**config.mk**
```make
export PLATFORM = sky130hd
export DESIGN_NAME = turbo_frame_sched
export DESIGN_NICKNAME = d
export VERILOG_FILES = /design/src/rtl/turbo_frame_sched.sv
export SDC_FILE = /design/constraint.sdc
export NUM_CORES = 1
export LEC_CHECK = 0
export CAP_MARGIN = 20
export CORE_ASPECT_RATIO = 0.8
export CORE_UTILIZATION = 30
export DETAILED_ROUTE_END_ITERATION = 7
export PLACE_DENSITY = 0.51
export SLEW_MARGIN = 20
export SYNTH_ARGS = -nofsm -noshare
export SYNTH_HDL_FRONTEND = slang
export SYNTH_SLANG_ARGS = --single-unit
```
**constraint.sdc**
```tcl
create_clock -name clk -period 2.95 [get_ports clk]
set_input_delay 0.885 -clock clk [delete_from_list [all_inputs] [get_ports clk]]
set_output_delay 0.885 -clock clk [all_outputs]
set_load 0.02 [all_outputs]
```
**src/rtl/turbo_frame_sched.sv**
```systemverilog
// turbo_frame_sched: collects N serial bits into a frame, launches the turbo
// encoder, captures its parallel NY x L output and streams it out bit-serially
// in column-major order. One frame in flight, WAIT timeout guard, frame counter.
//
// state | meaning
// FILL  | accepting serial input bits into xbuf
// START | one-cycle encoder launch pulse
// WAIT  | waiting for encoder out_valid, bounded by TIMEOUT
// DRAIN | streaming ybuf out under valid/ready
module turbo_frame_sched #(
    parameter int N         = 10,
    parameter int NOUT      = 2,
    parameter int TAIL_BITS = 2,
    parameter int TIMEOUT   = 16
) (
    input  logic                                  clk,
    input  logic                                  rst,
    input  logic                                  s_valid,
    input  logic                                  s_bit,
    output logic                                  s_ready,
    output logic                                  enc_in_valid,
    output logic [N-1:0]                          enc_x,
    input  logic                                  enc_out_valid,
    input  logic [2*NOUT:0][N+TAIL_BITS-1:0]      enc_y,
    output logic                                  m_valid,
    output logic                                  m_bit,
    output logic                                  m_last,
    input  logic                                  m_ready,
    output logic                                  busy,
    output logic [15:0]                           frame_count,
    output logic                                  timeout_err
);

    localparam int NY = 1 + 2*NOUT;
    localparam int L  = N + TAIL_BITS;
    localparam int IW = $clog2(N + 1);
    localparam int WW = $clog2(TIMEOUT + 1);
    localparam int KW = (L > 1) ? $clog2(L) : 1;
    localparam int RW = (NY > 1) ? $clog2(NY) : 1;

    localparam logic [IW-1:0] IN_LAST   = IW'(N - 1);
    localparam logic [WW-1:0] WAIT_LAST = WW'(TIMEOUT - 1);
    localparam logic [KW-1:0] K_LAST    = KW'(L - 1);
    localparam logic [RW-1:0] R_LAST    = RW'(NY - 1);

    typedef enum logic [1:0] {FILL, START, WAIT, DRAIN} state_t;

    state_t                  state_q, state_d;
    logic [N-1:0]            xbuf;
    logic [NY-1:0][L-1:0]    ybuf;
    logic [IW-1:0]           in_cnt;
    logic [WW-1:0]           wait_cnt;
    logic [KW-1:0]           k;
    logic [RW-1:0]           r;
    logic                    at_last;

    // Outputs decode purely from registered state so nothing depends
    // combinationally on s_valid or m_ready.
    assign at_last      = (r == R_LAST) && (k == K_LAST);
    assign s_ready      = (state_q == FILL);
    assign enc_in_valid = (state_q == START);
    assign busy         = (state_q != FILL);
    assign m_valid      = (state_q == DRAIN);
    assign m_last       = m_valid && at_last;
    assign m_bit        = m_valid && ybuf[r][k];
    assign enc_x        = xbuf;

    // State register.
    always_ff @(posedge clk) begin
        if (rst) state_q <= FILL;
        else     state_q <= state_d;
    end

    // Next-state decode; a capture on the timeout cycle takes priority.
    always_comb begin
        state_d = state_q;
        unique case (state_q)
            FILL:    if (s_valid && (in_cnt == IN_LAST)) state_d = START;
            START:   state_d = WAIT;
            WAIT:    if (enc_out_valid)             state_d = DRAIN;
                     else if (wait_cnt == WAIT_LAST) state_d = FILL;
            DRAIN:   if (m_ready && at_last)         state_d = FILL;
            default: state_d = FILL;
        endcase
    end

    // Buffers, counters and status flags.
    always_ff @(posedge clk) begin
        if (rst) begin
            xbuf        <= '0;
            ybuf        <= '0;
            in_cnt      <= '0;
            wait_cnt    <= '0;
            k           <= '0;
            r           <= '0;
            frame_count <= '0;
            timeout_err <= 1'b0;
        end else begin
            unique case (state_q)
                FILL: begin
                    if (s_valid) begin
                        xbuf[in_cnt] <= s_bit;
                        in_cnt       <= (in_cnt == IN_LAST) ? '0 : in_cnt + IW'(1);
                    end
                end
                START: begin
                    wait_cnt <= '0;
                end
                WAIT: begin
                    wait_cnt <= wait_cnt + WW'(1);
                    if (enc_out_valid) begin
                        ybuf <= enc_y;
                        r    <= '0;
                        k    <= '0;
                    end else if (wait_cnt == WAIT_LAST) begin
                        timeout_err <= 1'b1;
                    end
                end
                DRAIN: begin
                    if (m_ready) begin
                        if (r == R_LAST) begin
                            r <= '0;
                            if (k == K_LAST) begin
                                k           <= '0;
                                frame_count <= frame_count + 16'd1;
                            end else begin
                                k <= k + KW'(1);
                            end
                        end else begin
                            r <= r + RW'(1);
                        end
                    end
                end
                default: ;
            endcase
        end
    end

endmodule

```
==> impl_metrics.toml, run 1 <==
[power]
power.density_nw_per_um2 = 507
p_comb_share_pct = 15.6
internal_power_w = 0.00241
switching_share_pct = 26.7
ir_worst_vdd_mv = 0.250
seq_power_share_pct = 46.0
total_power_w = 0.00328
clkPwrFrac_pct = 38.5
leakage_nw = 2.24
switching_power_w = 0.000875

[worst_setup_path]
cp.required_ns = 2.07
worstPathCellList = "buf_12 -> mux2_4 -> a221o_1 -> a41oi_2 -> and3_4 -> a211oi_2 -> buf_4"
reg2reg_slack_ns = 0.51
crit_slowest_cell = "dfxtp_4"
worstPathMaxFanout = 5
startpoint_type = "register"
cpPeakStageDelay_ns = 0.38
crit_type = "register to output pin"
reg2reg_depth = 10
cp.arrival_ns = 2.08
r2r_end = "frame_count[15]$_SDFFE_PP0P_"
cp-end-kind = "output pin"
r2r_start = "r[0]$_SDFFE_PP0P_"

[global_routing]
grt_max_degree = 63
grt_pass1_wl_mm = 19.7
grt_pass1_vias = 3960
grt_usage_pct = 15.5
antenna_found_initial = 0
grt_overflow = 0

[layout]
syn2layout_area_growth_pct = 36.0
final_area_um2 = 6460
nets = 753
most-common-layout-cells = "146 x nand2_1, 102 x dfxtp_1, 95 x clkdlybuf4s50_1"
final.fill_count = 1519
layout-drive-gt1-share_pct = 11.1
final_common_cell = "nand2_1"
utilization_pct = 42.4
diodes = 0

[timing]
worstMarginPinSlew_ns = 0.563
setup_violations = 1
hold_viol = 0
rsz0062_at_grt = "true"
maxSlewHeadroom_pct = 62.4
min_period_over_period_pct = 100
setup_ws_ns = -0.0117
max_freq_ghz = 0.338
drv_slew = 0
fin_skew_ns = 0.00658
fin_crit_ns = 2.96

[clock_network]
hold_buffers = 0
numCtsBuffers = 9
clk_latency_ns = 0.35
cts_tree = "done"
cts_max_level = 3
clk_pin_slew_ns = 0.07
cts_root_buf = "clkbuf_16"
clock-sinks = 105
cts_buffer_depth = 2

[placed_design]
dpl_cell_area_um2 = 6030
place_congestion = 0.827
hpwlAfterDp_mm = 8.93
portBuffers = 98
place_ws_ns = -0.148

[floorplan]
ios = 99
dieWidth_um = 143
core_um2 = 15300
die_y_um = 115
start_util_pct = 31.1
dieArea_um2 = 16400
row_count = 40

[drt]
viasPerCell = 4.70
dr.pass1.iters = 4
routedWlPerCell_um = 14.0
dr_total_vias = 4195
wl_mm = 12.5
antenna_left = 0
drt_iter0_drc = 233
post-route-drc-count = 0

[logic_synthesis]
synth_top_area_share_pct = 44.2
synthCells = 579
yosys.cell_types.count = 43
seq_area_frac_synth_pct = 44.2
async_flop_share_pct = 0
synth_edf_count = 0
synth_nets = 655
ys_seq_elements = 105
synth_area_um2 = 4750
synth_area_per_cell_um2 = 8.21
ys_top_cells_by_area = "dfxtp_1 44%, nand2_1 12%, a21oi_1 8.4%"
synth_warnings = 0
synth_area_leader_cell = "dfxtp_1"
synth_ff_type = "dfxtp_1"

[outcome]
failed_checks = "negative setup slack"
status = "finished, violations left"

[hold_path]
worst_hold_path.endpoint = "ybuf[36]$_SDFFE_PP0P_"
hold_start = "ybuf[36]$_SDFFE_PP0P_"
min_path_cells = 2
hp-class = "register to register"

[flow_run]
maxCapViolations = 0
power by group through the flow:
stage / Clock, W / Combinational [W] / Sequential, W
2_1_floorplan: 0 / 0.000288 / 0.00152
3_3_place_gp: 0 / 0.000484 / 0.00154
3_5_place_dp: 0 / 0.000491 / 0.00154
4_1_cts: 0.00129 / 0.000502 / 0.00151
5_1_grt: 0.00135 / 0.000557 / 0.00151
6_report: 0.00126 / 0.000510 / 0.00151
critical path: cells and delay by family (launching register included):
family / cells / cell delay [ns]
compound gates: 3 / 0.57
flops: 1 / 0.38
mux: 1 / 0.29
buf+inv: 2 / 0.28
simple gates: 1 / 0.21
stage by stage:
stage	instances	TNS [ns]	hold WS (ns)
after floorplan	579	0	0.433
after global placement	869	-0.111	0.450
after detailed placement	869	-0.148	0.449
after CTS	888	-0.0456	0.459
after global routing	892	-0.0707	0.474
final	892	-0.0117	0.456
flip-flops by register name, indices dropped and copies added, names as in the netlist:
| signal | cells |
|---|---|
| ybuf | 60 |
| enc_x | 10 |
| timeout_err | 1 |
| in_cnt | 4 |
| k | 4 |
| wait_cnt | 5 |
| r | 3 |
| frame_count | 16 |
| state_q | 2 |
synthesized netlist by cell type (2+ instances only):
| master | instances |
|---|---|
| nor2b_1 | 7 |
| dfxtp_1 | 105 |
| nand3b_1 | 3 |
| xnor2_1 | 9 |
| a311oi_1 | 2 |
| mux2_2 | 10 |
| nand4_1 | 9 |
| a21oi_1 | 80 |
| and3_1 | 4 |
| clkbuf_1 | 30 |
| nor3b_1 | 2 |
| a221o_1 | 6 |
| nand2_1 | 147 |
| buf_6 | 2 |
| a31oi_1 | 2 |
| nor3_1 | 10 |
| mux4_2 | 8 |
| ha_1 | 10 |
| nand2b_1 | 2 |
| mux2i_1 | 12 |
| nor2_1 | 42 |
| nor4_1 | 2 |
| buf_2 | 7 |
| o21ai_0 | 12 |
| xor2_1 | 8 |
| and2_1 | 4 |
| nand3_1 | 12 |
| or3_1 | 4 |
| inv_1 | 14 |
layer usage:
layer  track usage (%)  up-vias  wire length, µm
li1                  -     2153                -
met1              21.2     1932             6270
met2              23.8       99             5520
met3              4.35       11              532
met4              4.30        0              124
met5                 0        -                0
layout make-up:
type	count	area, µm²	area share (%)
multi-input cells	420	2470	38.1
flip-flops and latches	105	2110	32.7
repair buffers	126	1250	19.4
well taps	210	263	4.06
clock buffers	10	239	3.70
clock inverters	6	75.1	1.16
inverters	15	56.3	0.871
repair_timing:
item	4_1_cts	5_1_grt
setup endpoints to repair	2	1
cloned	0	1
gates resized for setup	13	12
setup buffers	3	3
pin swaps	1	5
worst max path at each step:
stage / start / end / slack [ns] / cells after the start
2_1_floorplan: r[0]$_SDFFE_PP0P_ / m_bit / 0.20 / 6
4_1_cts: r[0]$_SDFFE_PP0P_ / m_bit / -0.05 / 7
5_1_grt: r[0]$_SDFFE_PP0P_ / m_bit / -0.07 / 7
6_report: r[0]$_SDFFE_PP0P_ / m_bit / -0.01 / 7
3_5_place_dp: r[0]$_SDFFE_PP0P_ / m_bit / -0.15 / 8
3_3_place_gp: r[0]$_SDFFE_PP0P_ / m_bit / -0.11 / 8
kinds of logic after synthesis:
| kind of cell | after synthesis | share of synthesized area, % |
|---|---|---|
| xor gates and xnor gates | 17 | 3.13 |
| muxes | 30 | 8.69 |
| and+or+nand+nor | 253 | 23.4 |
| adders and majority gates | 10 | 2.63 |
| AOI/OAI and AO/OA | 110 | 13.1 |
| DFF | 105 | 44.2 |
| buffers and inverters | 54 | 4.77 |
(Power assumes the default switching activity.)
==> inputs of run 2 (changes only) <==
--- a/config.mk
+++ b/config.mk
@@ -9,6 +9,7 @@
 export CORE_ASPECT_RATIO = 0.8
 export CORE_UTILIZATION = 30
 export DETAILED_ROUTE_END_ITERATION = 7
+export GPL_TIMING_DRIVEN = 0
 export PLACE_DENSITY = 0.51
 export SLEW_MARGIN = 20
 export SYNTH_ARGS = -nofsm -noshare
==> run 2 against run 1 <==
  * The flow still finishes with violations (negative setup slack)
  * Register-to-register slack is essentially flat
  * Via count grew 3.3%
  * Utilization is essentially flat
  * Critical path depth grew 1
  * First-iteration DRC count shrank 13%
  * Routed wire length grew 2.6%
  * Total power shrank 0.76%
  * Critical path type unchanged
==> impl_metrics.toml, run 2 (synthesis results as in run 1) <==
[worst_setup_path]
crit_top_cell = "buf_12"
worstPathCellList = "buf_12 -> buf_12 -> mux2_2 -> a221o_1 -> nand4_1 -> and3_1 -> a211oi_2 -> buf_4"
reg2reg_slack_ns = 0.51
r2r_start = "r[0]$_SDFFE_PP0P_"
r2r_end = "frame_count[15]$_SDFFE_PP0P_"
crit_slowest_cell = "dfxtp_4"
reg2reg_depth = 9
crit_type = "register to output pin"
cp-end-kind = "output pin"
crit_start = "r[0]$_SDFFE_PP0P_"
crit_end = "m_bit"
cp.arrival_ns = 2.10
cpPeakStageDelay_ns = 0.37
cp.required_ns = 2.07
worstPathMaxFanout = 6
startpoint_type = "register"

[drt]
routedWlPerCell_um = 14.0
dr.pass1.iters = 5
drt_iter0_drc = 203
post-route-drc-count = 0
antenna_left = 0
dr_total_vias = 4333
wl_mm = 12.8
viasPerCell = 4.76

[floorplan]
core_um2 = 15300
start_util_pct = 31.1
dieArea_um2 = 16400
ios = 99
row_count = 40
die_y_um = 115
dieWidth_um = 143

[layout]
final_common_cell = "nand2_1"
diodes = 0
nets = 773
stdcell_count = 911
layout-drive-gt1-share_pct = 9.27
most-common-layout-cells = "147 x nand2_1, 102 x dfxtp_1, 95 x clkdlybuf4s50_1"
largest_register_ffs = 60
syn2layout_area_growth_pct = 35.9
largest-register = "ybuf"

[timing]
hold_viol = 0
max_freq_ghz = 0.335
min_period_over_period_pct = 101
maxSlewHeadroom_pct = 55.1
fin_crit_ns = 2.99
hold_ws_ns = 0.455
rsz0062_at_grt = "true"
setup_ws_ns = -0.0374
setup_violations = 1
worstMarginPinSlew_ns = 0.668
drv_slew = 0
fin_skew_ns = 0.00960

[outcome]
failed_checks = "negative setup slack"
status = "finished, violations left"

[global_routing]
grt_util_met1_pct = 22.8
grt_pass1_wl_mm = 20.3
grt_max_degree = 18
grt.busiest_layer = "met2"
grt_overflow = 0
use_met3_pct = 3.64
grt_pass1_vias = 3987
antenna_found_initial = 0
use_met2_pct = 24.2
grt_usage_pct = 16.2

[clock_network]
cts_buffer_depth = 2
cts_max_level = 3
clk_latency_ns = 0.34
clk_pin_slew_ns = 0.07
cts_tree = "done"
clock-sinks = 105
numCtsBuffers = 9
cts_root_buf = "clkbuf_16"

[hold_path]
hp-class = "register to register"
hold_start = "ybuf[21]$_SDFFE_PP0P_"

[power]
power.density_nw_per_um2 = 504
leakage_nw = 2.20
ir_worst_vdd_mv = 0.298

[placed_design]
place_ws_ns = -0.570
portBuffers = 97
hpwlAfterDp_mm = 9.50
place_congestion = 0.845
dp.cells = 886

[flow_run]
maxCapViolations = 0
run 2: changes by cell type in the layout (fill, tap and decap cells not counted), sizes merged:
cell      before  now
clkinv         3    2
clkinvlp       1    3
inv           16   14
buf           29   20
clkbuf        12   41
run 2: critical path, delay by kind of cell, from the launching register on:
kind,cells,cell delay [ns]
buffers and inverters,3,0.39
AOI/OAI and AO/OA,2,0.38
DFF,1,0.37
muxes,1,0.34
and+or+nand+nor,2,0.26
run 2: through the flow:
step	utilization (%)	total power [W]	TNS, ns	area [µm²]
floorplan	-	0.00181	0	4750
global placement	39.2	0.00203	-0.825	5990
detailed placement	39.2	0.00204	-0.819	5990
CTS	41.6	0.00328	-0.0892	6360
global route	42.3	0.00340	-0.118	6460
finish	42.3	0.00326	-0.0374	6460
run 2: worst min-delay path by stage:
stage / end / slack [ns] / cells past startpoint
after floorplan: ybuf[12]$_SDFFE_PP0P_ / 0.43 / 2
after global placement: ybuf[29]$_SDFFE_PP0P_ / 0.44 / 2
after detailed placement: ybuf[31]$_SDFFE_PP0P_ / 0.45 / 2
after CTS: ybuf[31]$_SDFFE_PP0P_ / 0.46 / 2
after global routing: ybuf[38]$_SDFFE_PP0P_ / 0.48 / 2
final: ybuf[21]$_SDFFE_PP0P_ / 0.45 / 2
run 2: what timing repair did:
item | in CTS | in global routing
buffers inserted | 3 | 8
hold buffers | 0 | 0
pin swaps | 1 | 3
endpoints found under the setup margin | 2 | 2
resized for setup | 24 | 15
run 2: power breakdown:
group / switching [W] / total (W) / internal (W)
clock network: 0.000535 / 0.00122 / 0.000683
logic: 0.000293 / 0.000548 / 0.000256
registers: 0.0000298 / 0.00149 / 0.00146
total: 0.000857 / 0.00326 / 0.00240
run 2: layer usage:
layer	part of all wire [%]	vias to the layer above	wire length, µm
met5	0	-	0
met4	1.5	0	188
met3	4.8	10	609
met2	43	93	5560
met1	50	2027	6420
li1	-	2203	-
run 2: area by class of cell:
| cell class | count | area, µm² |
|---|---|---|
| Timing Repair Buffer | 108 | 1060 |
| Sequential cell | 105 | 2110 |
| Fill cell | 1554 | 8810 |
| Inverter | 15 | 63.8 |
| Multi-Input combinational cell | 420 | 2440 |
| Tap cell | 210 | 263 |
| Clock inverter | 5 | 63.8 |
| Buffer | 38 | 213 |
| Clock buffer | 10 | 239 |
